===== src/rtl/col_parity_ctrl_if.sv =====
// ----------------------------------------------------------------------------
// col_parity_ctrl_if
//
// Groups the control/handshake signals between the column-parity controller,
// its datapath (slice counter, line register) and the state/result memories.
//
//   start      sequencer -> ctrl   begin one pass (sampled in IDLE only)
//   mem_ready  memory    -> ctrl   memory accepts an access this cycle
//   cnt_value  datapath  -> ctrl   slice counter value
//   cnt_co     datapath  -> ctrl   slice counter carry-out (monitor only)
//   rd_addr    ctrl -> state mem   read address (combinational read)
//   wr_addr    ctrl -> result mem  write address
//   wr_en      ctrl -> result mem  write strobe
//   inreg_en   ctrl -> datapath    line-register load
//   cnt_en     ctrl -> datapath    counter increment
//   cnt_rst    ctrl -> datapath    counter synchronous clear
//   busy       ctrl -> sequencer   pass in progress
//   done       ctrl -> sequencer   one-cycle completion pulse
//   err        ctrl -> sequencer   sticky carry-out-seen flag
//
// slave  : the controller's view.
// master : the environment's view (sequencer, datapath and memories).
// ----------------------------------------------------------------------------
interface col_parity_ctrl_if #(
    parameter int AW = 6,
    parameter int CW = 7
);
    logic          start;
    logic          mem_ready;
    logic [CW-1:0] cnt_value;
    logic          cnt_co;
    logic [AW-1:0] rd_addr;
    logic [AW-1:0] wr_addr;
    logic          wr_en;
    logic          inreg_en;
    logic          cnt_en;
    logic          cnt_rst;
    logic          busy;
    logic          done;
    logic          err;

    modport slave (
        input  start, mem_ready, cnt_value, cnt_co,
        output rd_addr, wr_addr, wr_en, inreg_en, cnt_en, cnt_rst,
               busy, done, err
    );

    modport master (
        output start, mem_ready, cnt_value, cnt_co,
        input  rd_addr, wr_addr, wr_en, inreg_en, cnt_en, cnt_rst,
               busy, done, err
    );
endinterface


===== src/rtl/col_parity_ctrl.sv =====
// ----------------------------------------------------------------------------
// col_parity_ctrl
//
// Sequences the column-parity datapath over one LINES-deep state memory.
// Each pass first primes the line register with the wrap-around line
// (LINES-1), then streams lines 0..LINES-1; every accepted RUN cycle writes
// colParity(line z-1, line z) to result address z and advances the register.
//
// Ports:
//   clk   rising-edge clock
//   rst   asynchronous active-high reset (returns to IDLE, clears err)
//   bus   col_parity_ctrl_if.slave (see interface header for signal list)
//
// Parameters:
//   LINES  lines per pass, power of two <= 2**AW
//   AW     memory address width, log2(LINES)
//   CW     datapath counter width (must match the datapath counter)
//
// All strobes and addresses are decoded combinationally from the state,
// mem_ready and cnt_value so a mem_ready=0 cycle suppresses every strobe in
// the same cycle; only the state and the sticky err flag are registered.
// ----------------------------------------------------------------------------
module col_parity_ctrl #(
    parameter int LINES = 64,
    parameter int AW    = 6,
    parameter int CW    = 7
) (
    input  logic               clk,
    input  logic               rst,
    col_parity_ctrl_if.slave   bus
);

    typedef enum logic [1:0] {
        IDLE  = 2'd0,
        PRIME = 2'd1,
        RUN   = 2'd2,
        FIN   = 2'd3
    } state_t;

    // Counter value of the final slice; the counter itself finishes at LINES.
    localparam logic [CW-1:0] LAST_CNT   = CW'(LINES - 1);
    // The register is primed with the wrap-around neighbour of line 0.
    localparam logic [AW-1:0] PRIME_ADDR = AW'(LINES - 1);

    state_t state_q;
    logic   err_q;

    // ------------------------------------------------------------------
    // State and sticky error flag
    // ------------------------------------------------------------------
    always_ff @(posedge clk or posedge rst) begin
        if (rst) begin
            state_q <= IDLE;
            err_q   <= 1'b0;
        end else begin
            case (state_q)
                IDLE: begin
                    // A new pass starts with a clean error history.
                    if (bus.start) begin
                        state_q <= PRIME;
                        err_q   <= 1'b0;
                    end
                end
                PRIME: begin
                    if (bus.cnt_co) begin
                        err_q <= 1'b1;
                    end
                    if (bus.mem_ready) begin
                        state_q <= RUN;
                    end
                end
                RUN: begin
                    // The counter cannot legally wrap within a pass, so a
                    // carry-out here means the datapath is out of step.
                    if (bus.cnt_co) begin
                        err_q <= 1'b1;
                    end
                    if (bus.mem_ready && (bus.cnt_value == LAST_CNT)) begin
                        state_q <= FIN;
                    end
                end
                FIN: begin
                    state_q <= IDLE;
                end
                default: begin
                    state_q <= IDLE;
                end
            endcase
        end
    end

    // ------------------------------------------------------------------
    // Output decode
    // ------------------------------------------------------------------
    always_comb begin
        bus.rd_addr  = '0;
        bus.wr_addr  = '0;
        bus.wr_en    = 1'b0;
        bus.inreg_en = 1'b0;
        bus.cnt_en   = 1'b0;
        bus.cnt_rst  = 1'b0;
        bus.busy     = 1'b0;
        bus.done     = 1'b0;

        case (state_q)
            IDLE: begin
                bus.cnt_rst = 1'b1;
            end
            PRIME: begin
                // Counter held at zero so RUN starts on line 0.
                bus.busy     = 1'b1;
                bus.cnt_rst  = 1'b1;
                bus.rd_addr  = PRIME_ADDR;
                bus.inreg_en = bus.mem_ready;
            end
            RUN: begin
                // Read line z and write result z in the same cycle; the
                // register (line z-1) is replaced by line z at the edge.
                bus.busy     = 1'b1;
                bus.rd_addr  = bus.cnt_value[AW-1:0];
                bus.wr_addr  = bus.cnt_value[AW-1:0];
                bus.wr_en    = bus.mem_ready;
                bus.inreg_en = bus.mem_ready;
                bus.cnt_en   = bus.mem_ready;
            end
            FIN: begin
                // Counter left at LINES for inspection.
                bus.done = 1'b1;
            end
            default: begin
                bus.cnt_rst = 1'b1;
            end
        endcase
    end

    assign bus.err = err_q;

endmodule


===== src/flat_wrapper.sv =====
// flat-port wrapper written by rule: the top's interface ports become plain ports
module col_parity_ctrl_flat 
#(
    parameter int LINES = 64,
    parameter int AW    = 6,
    parameter int CW    = 7
)
  (clk, rst, bus_start, bus_mem_ready, bus_cnt_value, bus_cnt_co, bus_rd_addr, bus_wr_addr, bus_wr_en, bus_inreg_en, bus_cnt_en, bus_cnt_rst, bus_busy, bus_done, bus_err);
  col_parity_ctrl_if #(.AW(AW), .CW(CW)) bus_i ();
  input  logic clk;
  input  logic rst;
  input wire logic [$bits(bus_i.start)-1:0] bus_start;
  input wire logic [$bits(bus_i.mem_ready)-1:0] bus_mem_ready;
  input wire logic [$bits(bus_i.cnt_value)-1:0] bus_cnt_value;
  input wire logic [$bits(bus_i.cnt_co)-1:0] bus_cnt_co;
  output wire logic [$bits(bus_i.rd_addr)-1:0] bus_rd_addr;
  output wire logic [$bits(bus_i.wr_addr)-1:0] bus_wr_addr;
  output wire logic [$bits(bus_i.wr_en)-1:0] bus_wr_en;
  output wire logic [$bits(bus_i.inreg_en)-1:0] bus_inreg_en;
  output wire logic [$bits(bus_i.cnt_en)-1:0] bus_cnt_en;
  output wire logic [$bits(bus_i.cnt_rst)-1:0] bus_cnt_rst;
  output wire logic [$bits(bus_i.busy)-1:0] bus_busy;
  output wire logic [$bits(bus_i.done)-1:0] bus_done;
  output wire logic [$bits(bus_i.err)-1:0] bus_err;
  assign bus_i.start = bus_start;
  assign bus_i.mem_ready = bus_mem_ready;
  assign bus_i.cnt_value = bus_cnt_value;
  assign bus_i.cnt_co = bus_cnt_co;
  assign bus_rd_addr = bus_i.rd_addr;
  assign bus_wr_addr = bus_i.wr_addr;
  assign bus_wr_en = bus_i.wr_en;
  assign bus_inreg_en = bus_i.inreg_en;
  assign bus_cnt_en = bus_i.cnt_en;
  assign bus_cnt_rst = bus_i.cnt_rst;
  assign bus_busy = bus_i.busy;
  assign bus_done = bus_i.done;
  assign bus_err = bus_i.err;
  col_parity_ctrl #(.LINES(LINES), .AW(AW), .CW(CW)) u_core (.clk(clk), .rst(rst), .bus(bus_i));
endmodule

===== config.mk =====
export PLATFORM = sky130hd
export DESIGN_NAME = col_parity_ctrl_flat
export DESIGN_NICKNAME = d
export VERILOG_FILES = /design/src/rtl/col_parity_ctrl_if.sv /design/src/rtl/col_parity_ctrl.sv /design/src/flat_wrapper.sv
export SDC_FILE = /design/constraint.sdc
export NUM_CORES = 1
export LEC_CHECK = 0
export ABC_AREA = 1
export CORE_AREA = 2 2 39 41
export CTS_CLUSTER_SIZE = 16
export DETAILED_ROUTE_END_ITERATION = 10
export DIE_AREA = 0 0 41 43
export GPL_TIMING_DRIVEN = 0
export PLACE_DENSITY = 0.72
export SETUP_SLACK_MARGIN = 0.1
export SYNTH_ARGS = -nofsm -noshare
export SYNTH_HDL_FRONTEND = slang
export SYNTH_SLANG_ARGS = --single-unit

===== constraint.sdc =====
create_clock -name clk -period 2.47 [get_ports clk]
set_clock_uncertainty 0.15 [all_clocks]
set_input_delay 0.494 -clock clk [delete_from_list [all_inputs] [get_ports clk]]
set_output_delay 0.494 -clock clk [all_outputs]
set_load 0.02 [all_outputs]

## Word level (Yosys, flattened, before mapping)

Index checks and enable logic that the tools add are counted.

- Bits in registers: 3
- Latch bits: 0
- Memory bits (writable): 0
- Bits in read-only memories: 0
- Output and inout bits: 19
- Memories: 0

- $add $sub $neg: 0
- $mul: 0
- Divide/modulo/power cells: 0
- $lt $le $gt $ge: 0
- Eq/ne operators: 8
- Shifts and indexed selects: 0
- Mux-type cells: 14
- Bitwise gates (word level): 0
- Reductions and logical operators: 7

Operator list:

| kind | count |
|---|---|
| 6-bit case mux with 2 select lines | 1 |
| 2-bit case mux with 4 select lines | 1 |
| 7-bit by 6-bit == test with 1-bit output, second input constant | 1 |
| 1-bit 2-to-1 mux | 7 |
| 2-bit 2-to-1 mux | 3 |
| 6-bit 2-to-1 mux | 1 |
| 3-bit AND reduction | 2 |
| 2-bit == test, second input constant | 2 |
| 2-bit by 1-bit inequality test with 1-bit output, second input constant | 2 |
| 2-bit inequality test, second input constant | 2 |
| 2-bit OR reduction | 2 |
| 2-bit by 1-bit == test with 1-bit output, second input constant | 1 |
| 2-bit zero test | 1 |
| 1-bit case mux with 2 select lines | 1 |
| 2-bit nonzero test | 1 |
| 1-bit logical AND | 1 |

## Depth between registers and ports, before layout

- Depth in word-level cells: 4
- Depth in mapped cells: 8

## Worst setup path after synthesis

No wires, ideal clock.

- Path type: register -> output
- From: register u_core.state_q[0]
- To: output bus_rd_addr[0]
- Data arrival time: 1.342 ns
- Setup slack: 0.484 ns
- Cell stages (with the launch flop): 5
- Path buffers: 0
- Cell sequence: dfrtp_1 > inv_1 > ha_1 > inv_2 > a21oi_1

- Longest elaborated chain between the ends: 2
- Elaborated cells between the ends (all ways): 3
- Classes of those cells: eq/ne (2); mux (1)

RTL lines:

| item | line | text |
|---|---|---|
| start: declaration | col_parity_ctrl.sv:45 | `state_t state_q;` |
| start signal: assignment | col_parity_ctrl.sv:53 | `state_q <= IDLE;` |
| start signal: assignment | col_parity_ctrl.sv:60 | `state_q <= PRIME;` |
| start signal: assignment | col_parity_ctrl.sv:69 | `state_q <= RUN;` |
| 2-bit == test / 2-bit by 1-bit == test with 1-bit output (equally long branches) | col_parity_ctrl.sv:105 | `case (state_q)` |
| 6-bit case mux with 2 select lines (*) | col_parity_ctrl.sv:105 |  |
| end: declaration | flat_wrapper.sv:16 | `output wire logic [$bits(bus_i.rd_addr)-1:0] bus_rd_addr;` |

Mark *: on every way between the ends. The rest lies on a longest branch, timed or not.

## Final worst setup path

- From: register u_core.state_q[0]
- To: output bus_rd_addr[1]

Same word-level chain as after synthesis.

==> run_results.csv <==
group,metric,value,unit
layout,drive_gt1_share,14.3,%
logic_synthesis,synth_edf_count,0,
logic_synthesis,syn_area_per_cell,5.90,um^2
pwr,p_seq_share,10.8,%
critical_path,slowest_stage,"dfrtp_1",
sta,finalWorstPathRequiredPeriod,2280,ps
logic_synthesis,synth_common_cells,"20 x nand2_1, 14 x inv_1, 6 x a21oi_1",
logic_synthesis,synth_ff_type,"dfrtp_1",
pwr,clkPwrFrac,9.1,%
global_route,first_global_vias,443,
pwr,p_int,0.424,mW
logic_synthesis,async_reset_ff_share,100,%
logic_synthesis,synth_seq_cells,3,
sta,report.final.setup_viol,0,
global_route,antenna_found_initial,0,
sta,hold_viol,0,
critical_path,rr_startpoint,"u_core.state_q[0]$_DFFE_PP0P_",
placement,dpl_cell_area,698,um^2
cts,clock_sinks,3,
logic_synthesis,synth_top_area_share,19.9,%
cts,cts_max_level,1,
placement,dp_cells,110,
logic_synthesis,synth_area,378,um^2
logic_synthesis,yosysWarnings,0,
placement,preCtsSetupSlack,-13.3,ps
min_path,worstHoldPathType,"input pin to asynchronous set/reset pin",
sta,finalSetupTns,0,ps
critical_path,cp.required,1830,ps
critical_path,crit_fanout,8,
cts,cts_resized,17,
logic_synthesis,synth_area_leaders,"dfrtp_1 20%, nand2_1 20%, ha_1 17%, inv_1 14%, a21oi_1 7.9%",
cts,postCtsHoldBufs,0,
critical_path,crit_start,"u_core.state_q[0]$_DFFE_PP0P_",
critical_path,max_stage_delay,400,ps
critical_path,cp_data_arrival_time,1630,ps
routing,vias_per_cell,4.17,
global_route,groute.usage.overall,13.7,%
flow_run,drv_cap,0,
placement,portBuffers,30,
logic_synthesis,yosysMostFrequentCell,"nand2_1",
logic_synthesis,synthCells,64,
logic_synthesis,synth_cell_types,13,
cts,clk_pin_slew,40,ps
floorplanning,die_h,43,um
global_route,grt_pass1_wl,1690,um
run_status,status,"finished, final reports clean",
placement,place.gp.congestion,0.731,
global_route,overflow,0,
layout,finish.utilization,49.9,%
sta,max_slew_margin,86.0,%
routing,first_pass_iters,4,
layout,stdcell_area,691,um^2
layout,fin_cells,114,
critical_path,worstSetupEndpoint,"bus_rd_addr[1]",
placement,dp_hpwl,840,um
cts,cts-root-buf,"clkbuf_4",
pwr,p_leak,0.438,nW
floorplanning,start_util,27.3,%
floorplanning,die_w,41,um
sta,fin_hold_ws,279,ps
routing,wl_per_cell,8.78,um
critical_path,endpoint_kind,"output port",
critical_path,r2r_slack,860,ps
cts,cts_made_buffers,3,
critical_path,path_cells,"inv_1, ha_1, inv_2, a21oi_1, clkdlybuf4s15_1",
pwr,p_sw,0.517,mW
sta,period_share,92.2,%
cts,cts_setup_buffers,0,
logic_synthesis,synth_top_area_cell,"dfrtp_1",
sta,worst_slew_pin_slew,209,ps
cts,cts_tree,"done",
floorplanning,ioPinCount,31,
critical_path,ff2ff_path_depth,8,
routing,ant_nets,0,
layout,antenna_cells,0,
logic_synthesis,synth_nets,81,
logic_synthesis,yosysSeqAreaShare,19.9,%
routing,route.detailed.drc,0,
floorplanning,rows,14,
pwr,vdd_ir_drop_max,0.543,mV
floorplanning,dieArea,1760,um^2
routing,num_vias,475,
pwr,total_power,0.942,mW
layout,final_nets,116,
routing,routed_wl,1000,um
pwr,power.density,1360,nW/um^2
sta,worst_slack,194,ps
layout,areaGrowthSynthToFinish,82.8,%
floorplanning,core,1380,um^2
routing,drt_iter0_drc,11,
critical_path,cp-start-kind,"register",
cts,cts_max_path_buffers,2,
global_route,grt_max_degree,10,
sta,fmax,0.439,GHz
critical_path,criticalPathCategory,"register to output port",
cts,clock_latency,230,ps
sta,rsz0062_at_grt,"true",
sta,slew_violations,0,
pwr,pwr-share-comb,80.0,%
critical_path,timing.rr.end,"u_core.bus.err$_DFFE_PP0P_",
pwr,switching_share,54.9,%
[area by class of cell]
| cell class | count | area, um^2 |
|---|---|---|
| Multi-Input combinational cell | 43 | 228 |
| Buffer | 2 | 15.0 |
| Fill cell | 152 | 693 |
| Tap cell | 16 | 20.0 |
| Clock buffer | 4 | 26.3 |
| Timing Repair Buffer | 30 | 267 |
| Sequential cell | 3 | 75.1 |
| Inverter | 16 | 60.1 |
[per-layer routing]
metal / share of wire [%] / up-vias / global-route usage (%)
li1: - / 253 / -
met1: 44 / 204 / 18.0
met2: 49 / 16 / 20.0
met3: 6.1 / 2 / 3.66
met4: 1.0 / 0 / 6.00
met5: 0 / - / 0
[cell usage in the layout, fill, tap and decap left out, drive strengths merged, types with 3 or more instances in the layout]
cell type      instances
nand2                 22
inv                   16
clkdlybuf4s50         13
dlygate4sd2           11
clkbuf                 8
a21oi                  6
ha                     5
nor2                   4
dfrtp                  3
[power by group through the flow]
stage	sequential, mW	clock, mW	combinational (mW)
floorplan	0.106	0	0.500
global placement	0.100	0	0.863
detailed placement	0.103	0	0.869
CTS	0.102	0.0865	0.770
global route	0.107	0.0934	0.836
finish	0.102	0.0861	0.754
[critical path: cells and delay by family (launching register included)]
kind	cells	cell delay (ps)
buffers and inverters	3	520
adders and majority gates	1	360
DFF	1	400
AOI/OAI and AO/OA	1	130
[flip-flops by register name, indices dropped and copies added, names as in the netlist]
signal,cells
u_core.state_q,2
u_core.bus.err,1
[kinds of logic (layout without fill, tap and decap cells)]
logic type | after synthesis | in the layout | synth area share (%)
flip-flops | 3 | 3 | 19.9
adder cells (fa/ha/maj) | 5 | 5 | 16.6
AND/OR/NAND/NOR | 30 | 30 | 33.1
AO/OA/AOI/OAI | 8 | 8 | 10.6
buffers and inverters | 18 | 52 | 19.9
[worst min path at each step]
stage	from	end	slack, ps	depth (start not counted)
after global routing	rst	u_core.state_q[0]$_DFFE_PP0P_	310	2
after detailed placement	u_core.bus.err$_DFFE_PP0P_	u_core.bus.err$_DFFE_PP0P_	340	2
after CTS	rst	u_core.bus.err$_DFFE_PP0P_	280	2
after global placement	u_core.bus.err$_DFFE_PP0P_	u_core.bus.err$_DFFE_PP0P_	320	2
after floorplan	rst	u_core.bus.err$_DFFE_PP0P_	100	1
final	rst	u_core.bus.err$_DFFE_PP0P_	280	2
No activity file was read; power rests on OpenSTA's default activity.
